### config.mk
export PLATFORM = sky130hd
export DESIGN_NAME = wb_stage
export DESIGN_NICKNAME = d
export VERILOG_FILES = /design/src/rtl/wb_stage.sv
export SDC_FILE = /design/constraint.sdc
export NUM_CORES = 1
export LEC_CHECK = 0
export BUFFER_PORTS_ARGS = -buffer_cell sky130_fd_sc_hd__buf_2
export CORE_UTILIZATION = 30
export DETAILED_ROUTE_END_ITERATION = 10
export MAX_ROUTING_LAYER = met4
export PLACE_DENSITY_LB_ADDON = 0.1
export REMOVE_ABC_BUFFERS = 1
export SLEW_MARGIN = 20
export SYNTH_ARGS = -nofsm -noshare
export SYNTH_HDL_FRONTEND = slang
export SYNTH_SLANG_ARGS = --single-unit
### constraint.sdc
create_clock -name clk -period 2.1 [get_ports clk]
set_input_delay 0.315 -clock clk [delete_from_list [all_inputs] [get_ports clk]]
set_output_delay 0.315 -clock clk [all_outputs]
set_load 0.05 [all_outputs]
### src/rtl/wb_stage.sv
// Registered write-back stage: selects RF write data (ALU / load / NPC), extracts sub-word loads
// and stalls upstream while a load response is outstanding. Optional counter: WB_RETIRE_CNT_EN.
module wb_stage #(
  parameter int N  = 32,
  parameter int RA = 6
) (
  input  logic                   clk,
  input  logic                   rst_n,
  input  logic                   in_valid,
  output logic                   in_ready,
  input  logic                   flush,
  input  logic [1:0]             mem2reg,
  input  logic                   regWrite,
  input  logic [N-1:0]           ALUres,
  input  logic [N-1:0]           NPCin,
  input  logic [RA-1:0]          regDest_in,
  input  logic [2:0]             ld_funct3,
  input  logic [$clog2(N/8)-1:0] ld_off,
  input  logic                   mem_rvalid,
  input  logic [N-1:0]           MEMread,
  output logic [N-1:0]           data_out,
  output logic [RA-1:0]          regDest_out,
  output logic                   wr_en,
  output logic                   wb_err,
  output logic [63:0]            retired_cnt
);

  localparam int BO = $clog2(N/8);

  localparam logic [1:0] IDLE     = 2'd0;
  localparam logic [1:0] WAIT_MEM = 2'd1;
  localparam logic [1:0] WRITE    = 2'd2;

  localparam logic [1:0] SRC_ALU  = 2'b00;
  localparam logic [1:0] SRC_LOAD = 2'b01;
  localparam logic [1:0] SRC_NPC  = 2'b10;
  localparam logic [1:0] SRC_ILL  = 2'b11;

  // Handshake: an instruction transfers on a rising edge where in_valid & in_ready & ~flush.
  // in_ready is low only while a load response is outstanding.

  logic [1:0]    state;
  logic [1:0]    next_state;
  logic          accept;
  logic          go_write;

  logic [1:0]    l_m2r;
  logic          l_rw;
  logic [N-1:0]  l_alu;
  logic [N-1:0]  l_npc;
  logic [RA-1:0] l_rd;
  logic [2:0]    l_f3;
  logic [BO-1:0] l_off;

  logic          sel_latched;
  logic [1:0]    c_m2r;
  logic          c_rw;
  logic [N-1:0]  c_alu;
  logic [N-1:0]  c_npc;
  logic [RA-1:0] c_rd;
  logic [2:0]    c_f3;
  logic [BO-1:0] c_off;

  logic [N-1:0]  shifted;
  logic          sign_ld;
  logic [N-1:0]  ext_b;
  logic [N-1:0]  ext_h;
  logic [N-1:0]  ext_w;
  logic [N-1:0]  load_val;
  logic          misalign;
  logic          illegal_f3;
  logic          width_err;
  logic          c_err;
  logic [N-1:0]  wdata;

  assign in_ready = (state != WAIT_MEM);
  assign accept   = in_valid & in_ready & ~flush;

  always_comb begin
    next_state = state;
    go_write   = 1'b0;
    case (state)
      WAIT_MEM: begin
        // A flush drops the pending load even if its response arrives the same cycle.
        if (flush) begin
          next_state = IDLE;
        end else if (mem_rvalid) begin
          next_state = WRITE;
          go_write   = 1'b1;
        end
      end
      default: begin
        if (accept) begin
          if ((mem2reg == SRC_LOAD) && !mem_rvalid) begin
            next_state = WAIT_MEM;
          end else begin
            next_state = WRITE;
            go_write   = 1'b1;
          end
        end else begin
          next_state = IDLE;
        end
      end
    endcase
  end

  always_ff @(posedge clk) begin
    if (!rst_n) begin
      l_m2r <= '0;
      l_rw  <= 1'b0;
      l_alu <= '0;
      l_npc <= '0;
      l_rd  <= '0;
      l_f3  <= '0;
      l_off <= '0;
    end else if (accept) begin
      l_m2r <= mem2reg;
      l_rw  <= regWrite;
      l_alu <= ALUres;
      l_npc <= NPCin;
      l_rd  <= regDest_in;
      l_f3  <= ld_funct3;
      l_off <= ld_off;
    end
  end

  // Completing a waited load uses the latched instruction; every other write comes straight
  // from the instruction being accepted this cycle.
  assign sel_latched = (state == WAIT_MEM);
  assign c_m2r = sel_latched ? l_m2r : mem2reg;
  assign c_rw  = sel_latched ? l_rw  : regWrite;
  assign c_alu = sel_latched ? l_alu : ALUres;
  assign c_npc = sel_latched ? l_npc : NPCin;
  assign c_rd  = sel_latched ? l_rd  : regDest_in;
  assign c_f3  = sel_latched ? l_f3  : ld_funct3;
  assign c_off = sel_latched ? l_off : ld_off;

  always_comb begin
    shifted = MEMread >> {c_off, 3'b000};
    sign_ld = ~c_f3[2];

    ext_b       = {N{sign_ld & shifted[7]}};
    ext_b[7:0]  = shifted[7:0];
    ext_h       = {N{sign_ld & shifted[15]}};
    ext_h[15:0] = shifted[15:0];
    ext_w       = {N{sign_ld & shifted[31]}};
    ext_w[31:0] = shifted[31:0];

    load_val   = shifted;
    misalign   = 1'b0;
    illegal_f3 = 1'b0;
    case (c_f3)
      3'b000, 3'b100: begin
        load_val = ext_b;
      end
      3'b001, 3'b101: begin
        load_val = ext_h;
        misalign = c_off[0];
      end
      3'b010, 3'b110: begin
        load_val = ext_w;
        misalign = |c_off[1:0];
      end
      3'b011: begin
        load_val = shifted;
        misalign = |c_off;
      end
      default: begin
        illegal_f3 = 1'b1;
      end
    endcase

    // Doubleword and unsigned-word loads only exist on the 64-bit datapath.
    width_err = (N == 32) && ((c_f3 == 3'b011) || (c_f3 == 3'b110));

    c_err = (c_m2r == SRC_ILL) ||
            ((c_m2r == SRC_LOAD) && (illegal_f3 || misalign || width_err));

    case (c_m2r)
      SRC_ALU:  wdata = c_alu;
      SRC_LOAD: wdata = load_val;
      SRC_NPC:  wdata = c_npc;
      default:  wdata = '0;
    endcase
  end

  always_ff @(posedge clk) begin
    if (!rst_n) begin
      state       <= IDLE;
      data_out    <= '0;
      regDest_out <= '0;
      wr_en       <= 1'b0;
      wb_err      <= 1'b0;
    end else begin
      state  <= next_state;
      wr_en  <= go_write & c_rw & (c_rd != '0) & ~c_err;
      wb_err <= go_write & c_err;
      if (go_write) begin
        regDest_out <= c_rd;
        if (!c_err) begin
          data_out <= wdata;
        end
      end
    end
  end

`ifdef WB_RETIRE_CNT_EN
  logic [63:0] cnt;

  // Counts every error-free write cycle, including suppressed x0 and regWrite=0 writes.
  always_ff @(posedge clk) begin
    if (!rst_n) begin
      cnt <= '0;
    end else if ((state == WRITE) && !wb_err) begin
      cnt <= cnt + 64'd1;
    end
  end

  assign retired_cnt = cnt;
`else
  assign retired_cnt = '0;
`endif

endmodule
-- After elaboration in Yosys (flattened, before gate mapping)
Index checks and enable logic that the tools add are counted.
W data, S select, Z words.
- flip-flop bits (word level): 120
- latch bits: 0
- memory bits (writable): 0
- ROM bits: 0
- memories: 0
- add/subtract/negate cells: 0
- multipliers: 0
- divide/modulo/power cells: 0
- order comparisons: 0
- eq/ne operators: 13
- shift-type cells: 1
- mux-type cells: 21
- bitwise operators: 11
- reduce and logical (&&, ||, !) cells: 16
- operators by type and width (kind ; count):
    $pmux W32 S3 ; 1
    $mux W32 ; 2
    $pmux W32 S2 ; 1
    $shr A32 B5 Y32 ; 1
    $mux W2 ; 7
    $eq A3 B3 Y1 const B ; 3
    $and A1 B1 Y1 ; 8
    $mux W1 ; 7
    $reduce_or A7 Y1 ; 1
    $eq A2 B1 Y1 const B ; 3
    $eq A3 B2 Y1 const B ; 2
    $mux W6 ; 1
    $reduce_bool A6 Y1 ; 1
    $reduce_or A2 Y1 ; 3
    $eq A2 B2 Y1 const B ; 2
    $logic_or A1 B1 Y1 ; 4
    $eq A3 B1 Y1 const B ; 1
    $logic_not A3 Y1 ; 1
    $mux W3 ; 1
    $ne A3 B3 Y1 const B ; 1
    $not A1 Y1 ; 3
    $reduce_or A3 Y1 ; 1
    $logic_and A1 B1 Y1 ; 2
    $logic_not A2 Y1 ; 1
    other kinds (4) ; 4

-- Depth between registers and ports, before layout
Gate-level depths: netlist (run 1).
- depth in word-level cells: 11
- gate-level depth with buffers: 10
- gate-level depth less buffers: 7

-- Worst setup path after synthesis (run 1)
OpenSTA, ideal clock, no wires.
- kind: register -> register
- start point: register state[0]
- end point: register data_out[22]
- setup time: 88 ps
- arrival: 2066 ps
- data required time: 2012 ps
- path slack: -54 ps
- stages on the path, launching flop included: 11
- buffers on the path: 3
- period minus slack after synthesis: 2154 ps
- cells stage by stage: dfxtp_1 -> nor2b_4 -> buf_6 -> inv_8 -> mux2_4 -> buf_6 -> mux2i_1 -> o31ai_2 -> buf_6 -> o211ai_1 -> a311oi_2
- cells in the longest elaborated chain, start to end: 11
- RTL lines (what ; RTL line ; RTL):
    start: declaration ; 42 ; logic [1:0] state;
    start signal: assignment ; 195 ; state <= next_state;
    parallel branches: the longest is 11 deep, another holds $shr A32 B5 Y32 ; n/a ;
    end signal: assignment ; 201 ; data_out <= wdata;
    end: declaration ; 21 ; output logic [N-1:0] data_out,
Parallel ways; which one is timed is not known.
A chain may end at the register's enable or synchronous reset.

-- Worst setup path in the final report (run 1)
- start point: register state[0]
- end point: register data_out[19]
Same word-level chain as after synthesis.

==> results of run 1 <==
report_power, final:
part	switching, mW	internal (mW)	total (mW)
Combinational	1.01	0.452	1.47
Clock	1.07	1.98	3.05
Sequential	0.0674	2.40	2.46
Total	2.15	4.83	6.98
cells by family (layout without fill, tap and decap cells):
logic type             count (synthesis)  count (layout)  synth area share
AOI/OAI and AO/OA                    274             274            0.2447
muxes                                 64              64           0.09803
other                                  1              66         0.0005523
and+or+nand+nor                      316             316            0.1848
buffers and inverters                135             248            0.1181
DFF                                  120             120            0.3538
final cells by class:
class | instances | area, um2
Antenna cell | 2 | 5.005
Clock buffer | 23 | 488.0
Clock inverter | 9 | 120.1
Fill cell | 2335 | 13240
Inverter | 3 | 21.27
Multi-Input combinational cell | 718 | 3958
Sequential cell | 120 | 2404
Tap cell | 280 | 350.3
Timing Repair Buffer | 213 | 1438
state kept, by name, summed over array words and instances, names as in the netlist:
signal,count
wb_err,1
regDest_out,6
l_npc,32
l_alu,32
l_f3,3
data_out,32
l_off,2
wr_en,1
l_rd,6
state,2
l_rw,1
l_m2r,2
synthesized netlist by cell type, types with 2 or more instances:
| library cell | n | area share |
|---|---|---|
| buf_2 | 14 | 0.010 |
| o21ai_1 | 11 | 0.0081 |
| o311ai_0 | 3 | 0.0039 |
| a311oi_1 | 13 | 0.017 |
| nor2_1 | 30 | 0.017 |
| a21oi_1 | 162 | 0.12 |
| buf_4 | 64 | 0.071 |
| o22ai_1 | 16 | 0.015 |
| buf_1 | 8 | 0.0044 |
| nand3b_1 | 2 | 0.0022 |
| a31oi_1 | 9 | 0.0083 |
| nand2_1 | 267 | 0.15 |
| o21ai_0 | 17 | 0.013 |
| or3_1 | 2 | 0.0018 |
| clkbuf_1 | 42 | 0.023 |
| a211oi_1 | 17 | 0.019 |
| nor3b_1 | 3 | 0.0033 |
| o211ai_1 | 8 | 0.0088 |
| mux2i_1 | 59 | 0.087 |
| mux2_4 | 2 | 0.0044 |
| dfxtp_1 | 120 | 0.35 |
| inv_1 | 2 | 0.0011 |
| nor3_1 | 3 | 0.0022 |
| mux2_2 | 2 | 0.0033 |
| a311oi_2 | 10 | 0.022 |
| or4_1 | 2 | 0.0022 |
| buf_6 | 4 | 0.0066 |
per-layer routing:
metal / track usage / part of all wire / vias to the layer above
li1: - / - / 3362
met1: 0.2752 / 0.48 / 3176
met5: - / 0 / -
met4: 0.03944 / 0.0056 / 0
met3: 0.04295 / 0.041 / 6
met2: 0.3230 / 0.47 / 176
what timing repair did:
item | CTS | global route
pin swaps | 9 | 16
hold endpoints to repair | 0 | 0
buffers inserted | 4 | 1
gates cloned | 2 | 0
gates resized for setup | 30 | 12
endpoints found under the setup margin | 34 | 33
path summary, 6_finish.rpt:
kind | endpoint | slack [ns] | depth (start not counted)
hold reg to reg | l_alu[0]$_SDFFE_PN0P_ | 0.45 | 2
setup / recovery | data_out[19]$_SDFFE_PN0P_ | -0.02 | 8
hold / removal | state[0]$_SDFFE_PN0P_ | 0.09 | 2
setup reg to reg | data_out[19]$_SDFFE_PN0P_ | -0.02 | 8
worst max-delay path, cell delays in order (launching register included):
cell and delay [ns]:
dfxtp_2 0.33, nor2b_4 0.25, inv_8 0.07, mux2_4 0.34
mux2i_2 0.19, a211oi_2 0.25, buf_6 0.20, o211ai_1 0.12
a311oi_1 0.27
per-stage QoR:
step,TNS (ns),hold WS (ns)
5_1_grt,-1.588,0.07625
3_5_place_dp,-2.961,0.4465
3_3_place_gp,-2.543,0.4415
2_1_floorplan,-309.11,0.3931
6_report,-0.04977,0.09423
4_1_cts,-0.02204,0.07343
==> results.sh, run 1 <==
export IMPL_status="complete, but fails checks"
export IMPL_violations="design-rule violations, negative setup slack"
export IMPL_layout_min_cycle_time_ns=2.116
export IMPL_slew_viol_final=0
export IMPL_die_x_um=152.4
export IMPL_drc_errors=10
export IMPL_clock_sinks=120
export IMPL_grt_ovfl_total=0
export IMPL_grt_pass1_vias=6294
export IMPL_routedWlPerCell_um=17.11
export IMPL_ys_flop_type="dfxtp_1"
export IMPL_r2r_start="state[0]$_SDFFE_PN0P_"
export IMPL_drive_above_1_share=0.2587
export IMPL_grt_use_total=0.2065
export IMPL_dieArea_um2=23240
export IMPL_final_nets=1188
export IMPL_core_area_um2=22030
export IMPL_fin_ws_ns=-0.01559
export IMPL_cts_made_buffers=17
export IMPL_yosys_warnings=0
export IMPL_p_total_mw=6.980
export IMPL_final_core_util=0.3988
export IMPL_finalHoldViolations=0
export IMPL_dp_cells=1327
export IMPL_num_rows=54
export IMPL_irDropWorstVdd_v=0.0005340
export IMPL_die_h_um=152.4
export IMPL_ys_seq_area_frac=0.3538
export IMPL_placed_area_um2=7919
export IMPL_rsz0062_at_grt="yes"
export IMPL_start_kind="flip-flop"
export IMPL_layoutNonFillerInstCount=1368
export IMPL_io_pins=220
export IMPL_dr_pass1_iters=10
export IMPL_layout_common_cells="nand2_1, a21oi_1, buf_2"
export IMPL_gp_congestion=0.8695
export IMPL_dr_first_iter_drc_count=360
export IMPL_cts_hold_buffers_added=0
export IMPL_endpoint_kind="flip-flop"
export IMPL_final_common_cell="nand2_1"
export IMPL_cp_arrival_ns=2.44
export IMPL_clock_latency_ns=0.42
export IMPL_fin_area_um2=8783
export IMPL_wirelength_mm=23.41
export IMPL_initial_core_util=0.3083
export IMPL_grt_max_degree=49
export IMPL_clockBufferDepth=2
export IMPL_min_period_over_period=1.007
export IMPL_hpwl_mm=16.64
export IMPL_skew_ns=0.008463
export IMPL_netlist_instances=910
export IMPL_place_ws_ns=-0.1873
export IMPL_required_ns=2.43
export IMPL_p_leak_nw=3.861
export IMPL_worstPathMaxFanout=16
export IMPL_ys_types=45
export IMPL_hp_class="in2reg"
export IMPL_detail_route_antenna_nets=0
export IMPL_cts_root_buf="clkbuf_16"
export IMPL_vias=6720
export IMPL_netlist_area_um2=6790
export IMPL_min_from="mem_rvalid"
export IMPL_path_class="reg2reg"
export IMPL_clkTransAtPathRegs_ns=0.05
export IMPL_ys_ff_latch=120
export IMPL_routed_via_density=4.912
export IMPL_area_growth_synth_to_final_pct=29.35
export IMPL_port_buffers=155
export IMPL_synth_edf_count=0
export IMPL_max_clock_freq_mhz=472.7
export IMPL_cts_tree="done"
export IMPL_grt_pass1_wl_mm=36.25
export IMPL_setup_viol=7
export IMPL_power_density_nw_per_um2=794.7
export IMPL_crit_start="state[0]$_SDFFE_PN0P_"
export IMPL_avgSynthCellArea_um2=7.462
export IMPL_htree_levels=4
export IMPL_drv_cap=0
export IMPL_async_reset_ff_frac=0
export IMPL_antenna_found_initial=2
No activity file was read; power rests on OpenSTA's default activity.
==> inputs of run 2 (changes only) <==
Clock period 2.1 ns to 2.25 ns, I/O delays scaled along.
==> results.sh, run 2 (synthesis gave the netlist of run 1 again) <==
export IMPL_status="complete, but fails checks"
export IMPL_violations="design-rule violations"
export IMPL_core_area_um2=22030
export IMPL_slew_viol_final=0
export IMPL_max_slew_worst_pin_slew_ns=0.6743
export IMPL_grt_ovfl_total=0
export IMPL_cts_hold_buffers_added=0
export IMPL_p_leak_nw=3.763
export IMPL_crit_start="state[0]$_SDFFE_PN0P_"
export IMPL_clkPwrFrac=0.428
export IMPL_fin_area_um2=8626
export IMPL_hold_depth=2
export IMPL_layout_min_cycle_time_ns=2.237
export IMPL_drc_errors=13
export IMPL_final_core_util=0.3916
export IMPL_min_from="mem_rvalid"
export IMPL_grt_use_total=0.2055
export IMPL_num_rows=54
export IMPL_regArea_um2=2405
export IMPL_min_to="state[0]$_SDFFE_PN0P_"
export IMPL_antenna_found_initial=3
export IMPL_io_pins=220
export IMPL_final_common_cell="nand2_1"
export IMPL_layout_common_cells="nand2_1, a21oi_1, buf_2"
export IMPL_start_kind="flip-flop"
export IMPL_p_total_mw=6.341
export IMPL_clkTransAtPathRegs_ns=0.06
export IMPL_r2r_start="state[0]$_SDFFE_PN0P_"
export IMPL_routedWlPerCell_um=17.15
export IMPL_clockBufferDepth=2
export IMPL_gp_congestion=0.7908
export IMPL_power_density_nw_per_um2=735.2
export IMPL_dieArea_um2=23240
export IMPL_drive_above_1_share=0.2535
export IMPL_cts_made_buffers=17
export IMPL_hp_class="in2reg"
export IMPL_dr_first_iter_drc_count=319
export IMPL_r2r_slack_ns=0.01
export IMPL_drv_cap=0
export IMPL_placed_area_um2=7784
export IMPL_rsz0062_at_grt="yes"
export IMPL_worstRegToRegCells=10
export IMPL_grt_pass1_wl_mm=35.78
export IMPL_intPower_mw=4.334
export IMPL_rr_endpoint="data_out[12]$_SDFFE_PN0P_"
export IMPL_sw_frac_of_total=0.3166
export IMPL_combPwrFrac=0.209
export IMPL_final_nets=1175
export IMPL_fin_setup_tns_ns=0
export IMPL_min_period_over_period=0.9940
export IMPL_vias=6664
export IMPL_clock_sinks=120
export IMPL_power_switching_mw=2.008
export IMPL_required_ns=2.55
export IMPL_die_x_um=152.4
export IMPL_routed_via_density=4.914
export IMPL_wirelength_mm=23.25
export IMPL_detail_route_antenna_nets=0
export IMPL_grt_max_degree=72
export IMPL_grt_pass1_vias=6321
export IMPL_dr_pass1_iters=8
export IMPL_htree_levels=4
export IMPL_cts_root_buf="clkbuf_16"
export IMPL_die_h_um=152.4
export IMPL_area_growth_synth_to_final_pct=27.03
export IMPL_path_class="reg2reg"
export IMPL_seq_power_share=0.363
export IMPL_endpoint_kind="flip-flop"
export IMPL_num_fill_cells=2350
export IMPL_cts_tree="done"
export IMPL_worstPathMaxFanout=8
export IMPL_finalHoldViolations=0
export IMPL_initial_core_util=0.3083
export IMPL_irDropWorstVdd_v=0.0004801
export IMPL_slew_headroom=0.5477
export IMPL_skew_ns=0.01447
export IMPL_port_buffers=155
export IMPL_setup_viol=0
export IMPL_largest_registers="data_out (32), l_alu (32), l_npc (32)"
export IMPL_max_clock_freq_mhz=447.1
export IMPL_hpwl_mm=15.87
export IMPL_cp_arrival_ns=2.54
export IMPL_multiInputGateArea_um2=3961
export IMPL_clock_latency_ns=0.43
-- run 2: cell types whose count changed in the layout (fill, tap and decap cells not counted), moves of 2 or more --
cell	previous run	this run
buf_4	37	27
o21ai_0	11	17
buf_12	15	9
buf_8	0	2
o21ai_1	15	8
a211oi_1	16	14
-- run 2: power groups by stage --
stage	clock (mW)	sequential (mW)	combinational (mW)
floorplan	0	2.48	0.697
global placement	0	2.35	1.28
finish	2.72	2.30	1.32
CTS	2.78	2.30	1.31
global route	2.88	2.31	1.43
detailed placement	0	2.35	1.28
-- run 2: worst max-delay path by stage --
| stage | cells after the start | slack [ns] | to |
|---|---|---|---|
| after floorplan | 4 | -2.89 | l_alu[0]$_SDFFE_PN0P_ |
| after global placement | 7 | -0.32 | data_out[23]$_SDFFE_PN0P_ |
| after detailed placement | 7 | -0.31 | data_out[22]$_SDFFE_PN0P_ |
| after CTS | 10 | 0.002 | data_out[12]$_SDFFE_PN0P_ |
| after global routing | 10 | -0.08 | data_out[13]$_SDFFE_PN0P_ |
| final | 10 | 0.01 | data_out[12]$_SDFFE_PN0P_ |
-- run 2: stage by stage --
| step | std cells | setup WS (ns) | hold WS [ns] |
|---|---|---|---|
| 2_1_floorplan | 841 | -2.892 | 0.4156 |
| 3_3_place_gp | 1314 | -0.3164 | 0.4414 |
| 3_5_place_dp | 1314 | -0.3077 | 0.4466 |
| 4_1_cts | 1352 | 0.002193 | 0.08771 |
| 5_1_grt | 1356 | -0.08287 | 0.1001 |
| 6_report | 1356 | 0.01347 | 0.1096 |
-- run 2: metal layers --
metal / track usage / vias up / part of all wire
met4: 0.05532 / 0 / 0.014
li1: - / 3341 / -
met2: 0.3281 / 178 / 0.47
met1: 0.2654 / 3126 / 0.47
met3: 0.03840 / 19 / 0.041
met5: - / - / 0
-- run 2: critical path, cell delays in order, from the launching register on --
cell and delay [ns]:
dfxtp_2 0.32, nor2b_4 0.22, inv_8 0.05, buf_6 0.12, mux2_4 0.33, buf_8 0.15
o21ai_4 0.17, a31oi_4 0.12, a311oi_2 0.32, buf_4 0.23, a211oi_1 0.09
-- run 2: layout make-up --
cell class	count	share of cell area
multi-input cells	718	0.4592
flip-flops and latches	120	0.2788
repair buffers	200	0.1513
clock buffers	23	0.05541
well taps	280	0.04062
clock inverters	9	0.01131
inverters	3	0.002466
diodes	3	0.0008703
-- run 2: timing repair --
| action | in CTS | in global routing |
|---|---|---|
| pin swaps | 15 | 6 |
| endpoints found under the hold margin | 0 | 0 |
| setup buffers | 4 | 1 |
| gates cloned | 2 | 0 |
| setup endpoints to repair | 32 | 33 |
| gates resized for setup | 20 | 17 |
==> inputs of run 3 (changes only) <==
Settings changed: CELL_PAD_IN_SITES_DETAIL_PLACEMENT set to 1, CELL_PAD_IN_SITES_GLOBAL_PLACEMENT set to 2, CORE_UTILIZATION 30 to 28.
==> results.sh, run 3 (synthesis gave the netlist of run 1 again) <==
export IMPL_final_nets=1185
export IMPL_hpwl_mm=17.88
export IMPL_grt_pass1_wl_mm=38.07
export IMPL_min_period_over_period=0.9866
export IMPL_area_growth_synth_to_final_pct=28.54
export IMPL_clockBufferDepth=2
export IMPL_fin_setup_tns_ns=0
export IMPL_antenna_found_initial=1
export IMPL_routedWlPerCell_um=17.89
export IMPL_crit_chain="nor2b_4 -> buf_6 -> buf_12 -> or3_4 -> o311ai_4 -> a31oi_1 -> buf_4 -> a311oi_2 -> buf_4 -> a211oi_1"
export IMPL_r2r_start="state[0]$_SDFFE_PN0P_"
export IMPL_io_pins=220
export IMPL_die_x_um=157.7
export IMPL_core_area_um2=23610
export IMPL_power_density_nw_per_um2=759.5
export IMPL_port_buffers=155
export IMPL_slew_viol_final=0
export IMPL_detail_route_antenna_nets=0
export IMPL_p_leak_nw=3.816
export IMPL_gp_congestion=0.7826
export IMPL_slowest_delay_ns=0.35
export IMPL_clock_latency_ns=0.42
export IMPL_layout_min_cycle_time_ns=2.220
export IMPL_drv_cap=0
export IMPL_largest_registers="data_out (32), l_alu (32), l_npc (32)"
export IMPL_final_common_cell="nand2_1"
export IMPL_layout_common_cells="nand2_1, a21oi_1, buf_2"
export IMPL_grt_max_degree=51
export IMPL_dieArea_um2=24880
export IMPL_skew_ns=0.01096
export IMPL_num_rows=56
export IMPL_fin_ws_ns=0.03016
export IMPL_clock_sinks=120
export IMPL_initial_core_util=0.2876
export IMPL_finalHoldViolations=0
export IMPL_routed_via_density=4.800
export IMPL_p_total_mw=6.629
export IMPL_slowest_stage="or3_4"
export IMPL_drc_errors=0
export IMPL_status="complete, no violations"
export IMPL_place_ws_ns=-0.02612
export IMPL_dr_first_iter_drc_count=296
export IMPL_cp_top_family="buffers and inverters"
export IMPL_endpoint_kind="flip-flop"
export IMPL_cts_root_buf="clkbuf_16"
export IMPL_r2r_slack_ns=0.03
export IMPL_cp_arrival_ns=2.51
export IMPL_drive_above_1_share=0.2576
export IMPL_grt_pass1_vias=6671
export IMPL_die_h_um=157.7
export IMPL_irDropWorstVdd_v=0.0004214
export IMPL_max_clock_freq_mhz=450.5
export IMPL_hold_depth=2
export IMPL_cts_tree="done"
export IMPL_rr_endpoint="data_out[14]$_SDFFE_PN0P_"
export IMPL_htree_levels=4
export IMPL_hp_class="in2reg"
export IMPL_clkTransAtPathRegs_ns=0.06
export IMPL_min_to="state[0]$_SDFFE_PN0P_"
export IMPL_crit_buf_inv=4
export IMPL_setup_viol=0
export IMPL_wirelength_mm=25.10
export IMPL_worstRegToRegCells=10
export IMPL_cpMostUsedCell="buf_4"
export IMPL_grt_ovfl_total=0
export IMPL_start_kind="flip-flop"
export IMPL_cts_made_buffers=17
export IMPL_worstPathMaxFanout=10
export IMPL_path_class="reg2reg"
export IMPL_rsz0062_at_grt="yes"
export IMPL_dr_pass1_iters=5
export IMPL_vias=6735
export IMPL_min_from="mem_rvalid"
export IMPL_required_ns=2.54
export IMPL_grt_use_total=0.2083
-- run 3: cell types whose count changed in the layout (fill, tap and decap cells not counted), moves of 2 or more --
cell,before,now
a21oi_2,2,0
diode_2,3,1
bufinv_16,2,4
clkbuf_1,3,0
buf_4,27,40
o21ai_1,8,10
buf_8,2,0
clkinv_4,0,2
clkinv_2,6,4
-- run 3: where the power goes --
part / internal, mW / switching (mW) / total [mW]
clock network: 1.94 / 1.05 / 2.99
registers: 2.24 / 0.0683 / 2.30
logic: 0.391 / 0.942 / 1.33
-- run 3: metal layers --
metal	vias up	share of wire	routed length, um	global-route usage
li1	3366	-	-	-
met1	3189	0.48	12160	0.2788
met2	168	0.46	11670	0.3247
met3	12	0.044	1116	0.03778
met4	0	0.0062	156	0.04577
met5	-	0	0	-
-- run 3: worst max-delay path by stage --
| stage | from | to | slack [ns] | cells after the start |
|---|---|---|---|---|
| final | state[0]$_SDFFE_PN0P_ | data_out[14]$_SDFFE_PN0P_ | 0.03 | 10 |
| after floorplan | state[0]$_SDFFE_PN0P_ | l_alu[0]$_SDFFE_PN0P_ | -2.89 | 4 |
| after global routing | state[0]$_SDFFE_PN0P_ | data_out[14]$_SDFFE_PN0P_ | -0.03 | 10 |
| after CTS | state[0]$_SDFFE_PN0P_ | data_out[14]$_SDFFE_PN0P_ | 0.009 | 8 |
| after detailed placement | state[0]$_SDFFE_PN0P_ | data_out[14]$_SDFFE_PN0P_ | -0.03 | 8 |
| after global placement | state[0]$_SDFFE_PN0P_ | data_out[12]$_SDFFE_PN0P_ | 0.05 | 8 |
-- run 3: through the flow --
step / instance area (um2) / instances / utilization / hold WS (ns)
after floorplan: 6243 / 841 / - / 0.4156
after global placement: 7855 / 1355 / 0.3327 / 0.4407
after detailed placement: 7855 / 1355 / 0.3327 / 0.4483
after CTS: 8507 / 1388 / 0.3603 / 0.1186
after global routing: 8728 / 1403 / 0.3696 / 0.1230
final: 8728 / 1403 / 0.3696 / 0.1400
-- run 3: final cells by class --
type / count / area (um2)
sequential: 120 / 2405
antenna: 1 / 2.502
tap: 319 / 399.1
multi-input combinational: 718 / 3930
clock inverter: 12 / 172.7
fill: 2959 / 14880
inverter: 3 / 21.27
timing repair buffer: 210 / 1331
clock buffer: 20 / 466.7
-- run 3: repair_timing --
item,CTS,global route
endpoints found under the setup margin,8,33
pin swaps,2,4
gates cloned,0,2
gates resized for setup,1,21
hold buffers,0,0
buffers inserted,1,12
